File: src/rtl/mem_sram_ctrl_pkg.sv
// Shared types and constants for the MEM-stage SRAM controller.
// Optional feature macro: MEM_SRAM_CTRL_POSTED_WRITE_EN (see mem_sram_ctrl.sv).
package mem_sram_ctrl_pkg;

    // Access sequencer states: idle, low half-word phase, high half-word phase, completion.
    typedef enum logic [1:0] {
        ST_IDLE = 2'd0,
        ST_LO   = 2'd1,
        ST_HI   = 2'd2,
        ST_DONE = 2'd3
    } state_e;

    localparam int SRAM_ADDR_W = 18;
    localparam int SRAM_DATA_W = 16;

    // One 32-bit word spans two half-words, so the word index is one bit narrower.
    localparam int WORD_IDX_W = SRAM_ADDR_W - 1;

    localparam int          DEF_WAIT_CYCLES = 2;
    localparam logic [31:0] DEF_BASE_ADDR   = 32'd1024;

endpackage

File: src/rtl/mem_sram_wait_cnt.sv
// Phase timer: a load/clear down-counter that marks the first and the last
// cycle of a WAIT_CYCLES-long SRAM phase. Load on phase entry; it then counts
// down to zero and holds there.
module sram_wait_cnt #(
    parameter int WAIT_CYCLES = 2
) (
    input  logic clk,
    input  logic rst,
    input  logic load,
    input  logic clr,
    output logic first,
    output logic last
);

    localparam int            CW       = (WAIT_CYCLES > 1) ? $clog2(WAIT_CYCLES) : 1;
    localparam logic [CW-1:0] LOAD_VAL = CW'(WAIT_CYCLES - 1);

    logic [CW-1:0] cnt_q;
    logic [CW-1:0] cnt_d;

    // Next count: clear wins over load; otherwise count down and stick at zero.
    always_comb begin
        cnt_d = cnt_q;
        if (clr) begin
            cnt_d = '0;
        end else if (load) begin
            cnt_d = LOAD_VAL;
        end else if (cnt_q != '0) begin
            cnt_d = cnt_q - 1'b1;
        end
    end

    // Counter register, cleared by the asynchronous active-low reset.
    always_ff @(posedge clk or negedge rst) begin
        if (!rst) begin
            cnt_q <= '0;
        end else begin
            cnt_q <= cnt_d;
        end
    end

    assign first = (cnt_q == LOAD_VAL);
    assign last  = (cnt_q == '0);

endmodule

File: src/rtl/mem_sram_ctrl.sv
// MEM-stage SRAM controller: splits each 32-bit load/store into two 16-bit
// SRAM phases (low half-word, then high half-word) and holds ready low until
// the access retires. SRAM pins decode combinationally from state, phase
// timer and the latched request; state and read_data are registered.
// Optional feature macro: MEM_SRAM_CTRL_POSTED_WRITE_EN -- when defined, a
// write accepted in IDLE releases the pipeline immediately and drains in the
// background, returning from HI straight to IDLE.
module mem_sram_ctrl
    import mem_sram_ctrl_pkg::*;
#(
    parameter int          WAIT_CYCLES = DEF_WAIT_CYCLES,
    parameter logic [31:0] BASE_ADDR   = DEF_BASE_ADDR
) (
    input  logic                   clk,
    input  logic                   rst,
    input  logic                   rd_en,
    input  logic                   wr_en,
    input  logic [31:0]            address,
    input  logic [31:0]            write_data,
    output logic [31:0]            read_data,
    output logic                   ready,
    output logic [SRAM_ADDR_W-1:0] sram_addr,
    output logic [SRAM_DATA_W-1:0] sram_dq_o,
    output logic                   sram_dq_oe,
    input  logic [SRAM_DATA_W-1:0] sram_dq_i,
    output logic                   sram_we_n
);

    state_e                state_q, state_d;
    logic                  is_wr_q, is_wr_d;
    logic [WORD_IDX_W-1:0] idx_q, idx_d;
    logic [31:0]           wdata_q, wdata_d;
    logic [31:0]           read_data_q, read_data_d;

    logic        req;
    logic [31:0] eff;
    logic        unused_eff_bits;
    logic        cnt_load, cnt_clr;
    logic        ph_first, ph_last;
    logic        in_phase, hi_phase;

    assign req = rd_en | wr_en;

    // Byte offset inside the word and bits above the 512 KiB window are dropped.
    assign eff             = address - BASE_ADDR;
    assign unused_eff_bits = ^{eff[31:19], eff[1:0]};

    sram_wait_cnt #(
        .WAIT_CYCLES(WAIT_CYCLES)
    ) u_wait_cnt (
        .clk  (clk),
        .rst  (rst),
        .load (cnt_load),
        .clr  (cnt_clr),
        .first(ph_first),
        .last (ph_last)
    );

    // Next-state logic: latch the request in IDLE, step LO -> HI -> DONE on phase end.
    always_comb begin
        state_d  = state_q;
        is_wr_d  = is_wr_q;
        idx_d    = idx_q;
        wdata_d  = wdata_q;
        cnt_load = 1'b0;
        cnt_clr  = 1'b0;
        case (state_q)
            ST_IDLE: begin
                if (req) begin
                    // A simultaneous read and write request is a write.
                    state_d  = ST_LO;
                    is_wr_d  = wr_en;
                    idx_d    = eff[18:2];
                    wdata_d  = write_data;
                    cnt_load = 1'b1;
                end
            end
            ST_LO: begin
                if (ph_last) begin
                    state_d  = ST_HI;
                    cnt_load = 1'b1;
                end
            end
            ST_HI: begin
                if (ph_last) begin
`ifdef MEM_SRAM_CTRL_POSTED_WRITE_EN
                    // Posted writes already released the pipeline; skip DONE.
                    state_d = is_wr_q ? ST_IDLE : ST_DONE;
`else
                    state_d = ST_DONE;
`endif
                    cnt_clr = 1'b1;
                end
            end
            ST_DONE: begin
                // The retiring instruction still holds its request; do not restart it.
                state_d = ST_IDLE;
            end
            default: begin
                state_d = ST_IDLE;
            end
        endcase
    end

    // Read capture: sample the SRAM bus on the last cycle of each read phase.
    always_comb begin
        read_data_d = read_data_q;
        if (!is_wr_q && ph_last) begin
            if (state_q == ST_LO) begin
                read_data_d[15:0] = sram_dq_i;
            end else if (state_q == ST_HI) begin
                read_data_d[31:16] = sram_dq_i;
            end
        end
    end

    // State, latched request and load data registers.
    always_ff @(posedge clk or negedge rst) begin
        if (!rst) begin
            state_q     <= ST_IDLE;
            is_wr_q     <= 1'b0;
            idx_q       <= '0;
            wdata_q     <= '0;
            read_data_q <= '0;
        end else begin
            state_q     <= state_d;
            is_wr_q     <= is_wr_d;
            idx_q       <= idx_d;
            wdata_q     <= wdata_d;
            read_data_q <= read_data_d;
        end
    end

    // SRAM pin decode: address/data held steady for a whole phase, strobe
    // opens on the first phase cycle and releases on the last one.
    always_comb begin
        in_phase   = (state_q == ST_LO) || (state_q == ST_HI);
        hi_phase   = (state_q == ST_HI);
        sram_addr  = in_phase ? {idx_q, hi_phase} : '0;
        sram_dq_oe = in_phase && is_wr_q;
        sram_dq_o  = '0;
        if (sram_dq_oe) begin
            sram_dq_o = hi_phase ? wdata_q[31:16] : wdata_q[15:0];
        end
        sram_we_n  = !(sram_dq_oe && (ph_first || !ph_last));
    end

    // Pipeline release.
    always_comb begin
`ifdef MEM_SRAM_CTRL_POSTED_WRITE_EN
        // Writes retire on acceptance; while one drains, only a new request stalls.
        ready = ((state_q == ST_IDLE) && (!req || wr_en)) ||
                (state_q == ST_DONE) ||
                (in_phase && is_wr_q && !req);
`else
        ready = ((state_q == ST_IDLE) && !req) || (state_q == ST_DONE);
`endif
    end

    assign read_data = read_data_q;

endmodule

File: config.mk
export PLATFORM = sky130hd
export DESIGN_NAME = mem_sram_ctrl
export DESIGN_NICKNAME = d
export VERILOG_FILES = /design/src/rtl/mem_sram_ctrl_pkg.sv /design/src/rtl/mem_sram_wait_cnt.sv /design/src/rtl/mem_sram_ctrl.sv
export SDC_FILE = /design/constraint.sdc
export NUM_CORES = 1
export LEC_CHECK = 0
export BUFFER_PORTS_ARGS = -buffer_cell sky130_fd_sc_hd__clkbuf_2
export CORE_UTILIZATION = 52
export CTS_BUF_LIST = sky130_fd_sc_hd__clkbuf_16
export DETAILED_ROUTE_END_ITERATION = 16
export PLACE_DENSITY_LB_ADDON = 0.2
export SLEW_MARGIN = 20
export SYNTH_ARGS = -nofsm -noshare
export SYNTH_HDL_FRONTEND = slang
export SYNTH_SLANG_ARGS = --single-unit
File: constraint.sdc
create_clock -name clk -period 6 [get_ports clk]
set_input_delay 0.6 -clock clk [delete_from_list [all_inputs] [get_ports clk]]
set_output_delay 0.6 -clock clk [all_outputs]
set_load 0.02 [all_outputs]
=== After elaboration in Yosys (flattened, before gate mapping) ===
Index checks and enable logic that the tools add are counted.

* Register bits: 85
* Input bits: 84
* Output and inout bits: 69
* Word-level logic and storage cells: 46

* Add/subtract/negate cells: 2
* Equal/unequal tests: 6
* Mux-type cells: 14
* Bitwise operators: 3
* Reductions and logical operators: 14

{| class="wikitable"
|+ Operators with widths
! operator !! count
|-
| 16-bit two-way mux || 2
|-
| 19-bit by 11-bit subtractor with 19-bit output, second input constant || 1
|-
| 18-bit two-way mux || 1
|-
| 2-bit one-hot mux with 4 select lines || 1
|-
| 1-bit two-way mux || 6
|-
| 2-bit two-way mux || 3
|-
| 2-bit != test, second input constant || 3
|-
| 3-bit AND reduction || 2
|-
| 2-bit equality test, second input constant || 2
|-
| 1-bit logical AND || 4
|-
| 2-bit AND reduction || 2
|-
| 1-bit zero test || 3
|-
| 2-bit by 1-bit equality test with 1-bit output, second input constant || 1
|-
| 2-bit zero test || 1
|-
| 1-bit logical OR || 2
|-
| 1-bit inverter || 2
|-
| 1-bit one-hot mux with 2 select lines || 1
|-
| 1-bit OR || 1
|-
| 1-bit subtractor, second input constant || 1
|}

=== Longest topological paths before layout ===
* Depth in word-level cells: 5
* Mapped depth: 8

=== Cells and area by module ===
A second synthesis with hierarchy kept.

* Cells, all modules: 373
* Area, all modules: 3773.6 um2

{| class="wikitable"
|+ Modules (own cells, without submodules)
! module !! times used !! cells an instance !! area each (um2)
|-
| mem_sram_ctrl || 1 || 370 || 3731.1
|-
| sram_wait_cnt || 1 || 3 || 42.5
|}

=== Worst setup path after synthesis ===
Ideal clock, no wire load.

* Path type: register to output
* Start point: register state_q[0]
* End point: output sram_dq_o[10]
* Data arrival time: 1.712 ns
* Required time: 5.400 ns
* Setup slack: 3.688 ns
* Cell stages (with the launch flop): 7
* Buffers on the path: 2
* Cell sequence: dfrtp_1 inv_1 ha_1 buf_2 buf_2 mux2i_1 nor2_1

* Word-level cells in the longest chain between the ends: 4
* Elaborated cells between the ends (all ways): 6

{| class="wikitable"
|+ RTL lines
! item !! line !! RTL
|-
| start, declared || mem_sram_ctrl.sv:29 || <nowiki>state_e state_q, state_d;</nowiki>
|-
| start signal, assigned || mem_sram_ctrl.sv:126 || <nowiki>state_q <= state_d;</nowiki>
|-
| 2-bit by 1-bit equality test with 1-bit output or 2-bit equality test (tied branches) || mem_sram_ctrl.sv:137, mem_sram_ctrl.sv:138 ||
|-
| 1-bit logical OR || mem_sram_ctrl.sv:137 || <nowiki>in_phase = (state_q == ST_LO) || (state_q == ST_HI);</nowiki>
|-
| 1-bit logical AND || mem_sram_ctrl.sv:140 || <nowiki>sram_dq_oe = in_phase && is_wr_q;</nowiki>
|-
| 16-bit two-way mux * || mem_sram_ctrl.sv:142 || <nowiki>if (sram_dq_oe) begin</nowiki>
|-
| end, declared || mem_sram_ctrl.sv:23 || <nowiki>output logic [SRAM_DATA_W-1:0] sram_dq_o,</nowiki>
|}

Mark *: on every way between the ends. The rest lies on a longest branch, timed or not.

=== Final worst setup path ===
* Start point: register state_q[1]
* End point: output sram_dq_o[14]

Same word-level chain as after synthesis.

==> metrics.txt <==
status=completed; post-layout minimum cycle time=3.078 ns; via count=2971; PortBufs=137; leading cell types in the layout, fill and taps excluded=sky130_fd_sc_hd__clkbuf_2, sky130_fd_sc_hd__nand2_1, sky130_fd_sc_hd__dfrtp_1; final setup violation count=0; delay of the slowest critical-path stage=just under 0.6 ns; Worst setup startpoint=state_q[1]; CTS Sinks=85; global routing usage on met2=37.22%; clk buf depth=2; crit share post-route=51.31%; path depth of the worst reg2reg path=6; number of buffers inserted by hold repair at cts=0; number of placed instances, taps included=between 500 and 600; Pins Over Slew Limit=0; CTS tree=done; share of synthesized flip-flops with an asynchronous set or reset=100.0%; TritonCTS Buffers=9; worst min path class=input port to async pin; per-cell via count in the routed design=around 4.9; Cell Rows=30; clock transition at the register clock pins on the worst setup and hold paths after CTS=approximately 0.060 ns; category of the worst setup path capture point=primary output; Max-slew headroom=40.50%; horizontal die dimension=around 87 µm; maximum frequency from static timing analysis=324.8 MHz; Resized cells post-CTS=0; number of iterations in the first detailed-routing pass=4; number of nets in the finished design=592; final hold violations=0; MaxCap Viol Count=0; Floorplan Core Area=6869 µm²; grt met3 use=under 10%; DRT antenna net count=0; worst vdd ir=0.0002266 V; category of cells accounting for the largest share of critical-path delay=simple AND/OR/NAND/NOR gates; first-pass GRT wire length=12900 µm; Final Non-Filler Cells=603; postcts setup bufs=0; Crit Path Max Fanout=19; post-route clock skew=0.008077 ns; start-to-end type of the worst setup path=flop to primary output; Primary FF master, synth=sky130_fd_sc_hd__dfrtp_1; total routing resource utilization after global routing=22.23%; setup repair after global routing missed its margin=false; via count of the first global-routing pass=2867; area delta synth->final=29.42%; critical path data arrival time=2.48 ns; number of nets produced by synthesis=459; die footprint=7558 µm²; final setup TNS=0 ns; post-synthesis sequential area ratio=approximately 57%; slowest cell on the critical path=sky130_fd_sc_hd__ha_1; met1 routing resource usage after global routing=28.08%; cell count after synthesis=369; HPWL after DPL=5368 µm; number of filler cells placed in the layout=roughly 540; Worst setup SP type=flop; power per unit of standard cell area=622.2 nW/µm²; DRC violation total after the first TritonRoute iteration=172; most common library cell in the layout ignoring fill and taps=sky130_fd_sc_hd__clkbuf_2; synthesized area per cell=~10 µm²; total DRC errors in the routed layout=0; Congestion Overflow GR=0; I/O Pins=153; number of flip-flops and latches in the synthesized netlist=85; critical path cell sequence=inv_1, ha_1, nand2_1, nor2_1, clkbuf_2; number of inserted diodes=0; worst-case register-to-register setup slack=3.68 ns; pin count of the biggest net entering global routing=86; initial antenna violation count=0; Leak=2.549 nW; Synth warnings=0; Distinct cells, synth=30; number of enable-type register cells in the synthesized netlist=0; slew of the pin with the lowest slew margin=between 0.8 and 0.9 ns; Total Routed Length=just under 8000 µm; buffering stage count on the worst path with inverters included=2; buffer cell driving the clock tree root=sky130_fd_sc_hd__clkbuf_16; initial core utilization=54.61%; GP Congestion=0.7626; Reg2Reg Capture Point=read_data[31]; reg2reg start=state_q[0]; htree depth=3; final routed wire length divided by cell count=13.19 µm; share of layout cells above drive strength 1=roughly two fifths; Clock Latency Late Sink=about 0.33 ns; WP data required=5.40 ns; y dimension of the die=86.94 µm; Most Crowded Layer GR=met2; netlist area before placement=3751 µm²
through the flow:
stage | area [µm²] | hold slack (ns) | utilization (%) | power (mW) | worst slack (ns)
after floorplan | 3751 | 0.3044 | - | 1.985 | 3.688
after global placement | 4521 | 0.4518 | 65.81 | 2.392 | 3.288
after detailed placement | 4521 | 0.4542 | 65.81 | 2.440 | 3.256
after CTS | 4848 | 0.4479 | 70.58 | 3.053 | 2.867
after global routing | 4855 | 0.3968 | 70.67 | 3.235 | 2.635
final | 4855 | 0.3225 | 70.67 | 3.021 | 2.922
power by group:
group	switching (mW)	internal, mW
clock	0.232	0.370
combinational	0.867	0.541
sequential	0.147	0.863
total	1.25	1.77
metal layers:
metal / part of all wire (%) / up-vias
li1: - / 1460
met1: 44 / 1398
met2: 48 / 101
met3: 6.3 / 12
met4: 1.7 / 0
met5: 0 / -
registers in the layout (all words and copies together) (netlist names):
name	cells
is_wr_q	1
idx_q	17
state_q	2
u_wait_cnt.first	1
wdata_q	32
read_data	32
how the worst max path moves through the flow:
stage,end,slack (ns),cells after the start
after floorplan,sram_dq_o[10],3.69,6
after global placement,sram_dq_o[5],3.29,5
after detailed placement,sram_dq_o[5],3.26,5
after CTS,sram_we_n,2.87,6
after global routing,sram_dq_o[1],2.63,5
final,sram_dq_o[14],2.92,5
layout make-up:
| type | instances | area [µm²] | share of cell area [%] |
|---|---|---|---|
| multi-input cells | 261 | 1546 | 31.86 |
| clock buffers | 9 | 225.2 | 4.639 |
| repair buffers | 140 | 714.4 | 14.72 |
| well taps | 96 | 120.1 | 2.474 |
| flip-flops and latches | 85 | 2127 | 43.81 |
| inverters | 5 | 18.77 | 0.3866 |
| clock inverters | 7 | 102.6 | 2.113 |
cell usage after synthesis (3+ instances only):
| cell type | n | area (µm²) |
|---|---|---|
| sky130_fd_sc_hd__a31oi_1 | 4 | 25.02 |
| sky130_fd_sc_hd__and2_1 | 17 | 106.4 |
| sky130_fd_sc_hd__buf_2 | 5 | 25.02 |
| sky130_fd_sc_hd__clkbuf_1 | 13 | 48.80 |
| sky130_fd_sc_hd__dfrtp_1 | 85 | 2127 |
| sky130_fd_sc_hd__ha_1 | 6 | 75.07 |
| sky130_fd_sc_hd__inv_1 | 5 | 18.77 |
| sky130_fd_sc_hd__mux2_2 | 33 | 371.6 |
| sky130_fd_sc_hd__mux2i_1 | 17 | 170.2 |
| sky130_fd_sc_hd__nand2_1 | 130 | 488.0 |
| sky130_fd_sc_hd__nand2b_1 | 3 | 18.77 |
| sky130_fd_sc_hd__nor2_1 | 23 | 86.33 |
| sky130_fd_sc_hd__o21ai_0 | 6 | 30.03 |
worst reg2reg max path: stages, from the launching register on:
cell and delay (ns):
sky130_fd_sc_hd__dfrtp_1 0.40, sky130_fd_sc_hd__inv_1 0.13, sky130_fd_sc_hd__ha_2 0.60, sky130_fd_sc_hd__nor2b_1 0.27
sky130_fd_sc_hd__nor2b_1 0.17, sky130_fd_sc_hd__buf_4 0.26, sky130_fd_sc_hd__mux2_2 0.37
kinds of logic after synthesis:
group           count (synthesis)  synth area share (%)
xor+xnor                        2                0.4671
fa+ha+maj                       6                 2.001
mux                            50                 14.44
flops                          85                 56.70
buf+inv                        23                 2.468
simple gates                  185                 20.91
compound gates                 18                 3.002
No activity file was read; power rests on OpenSTA's default activity.
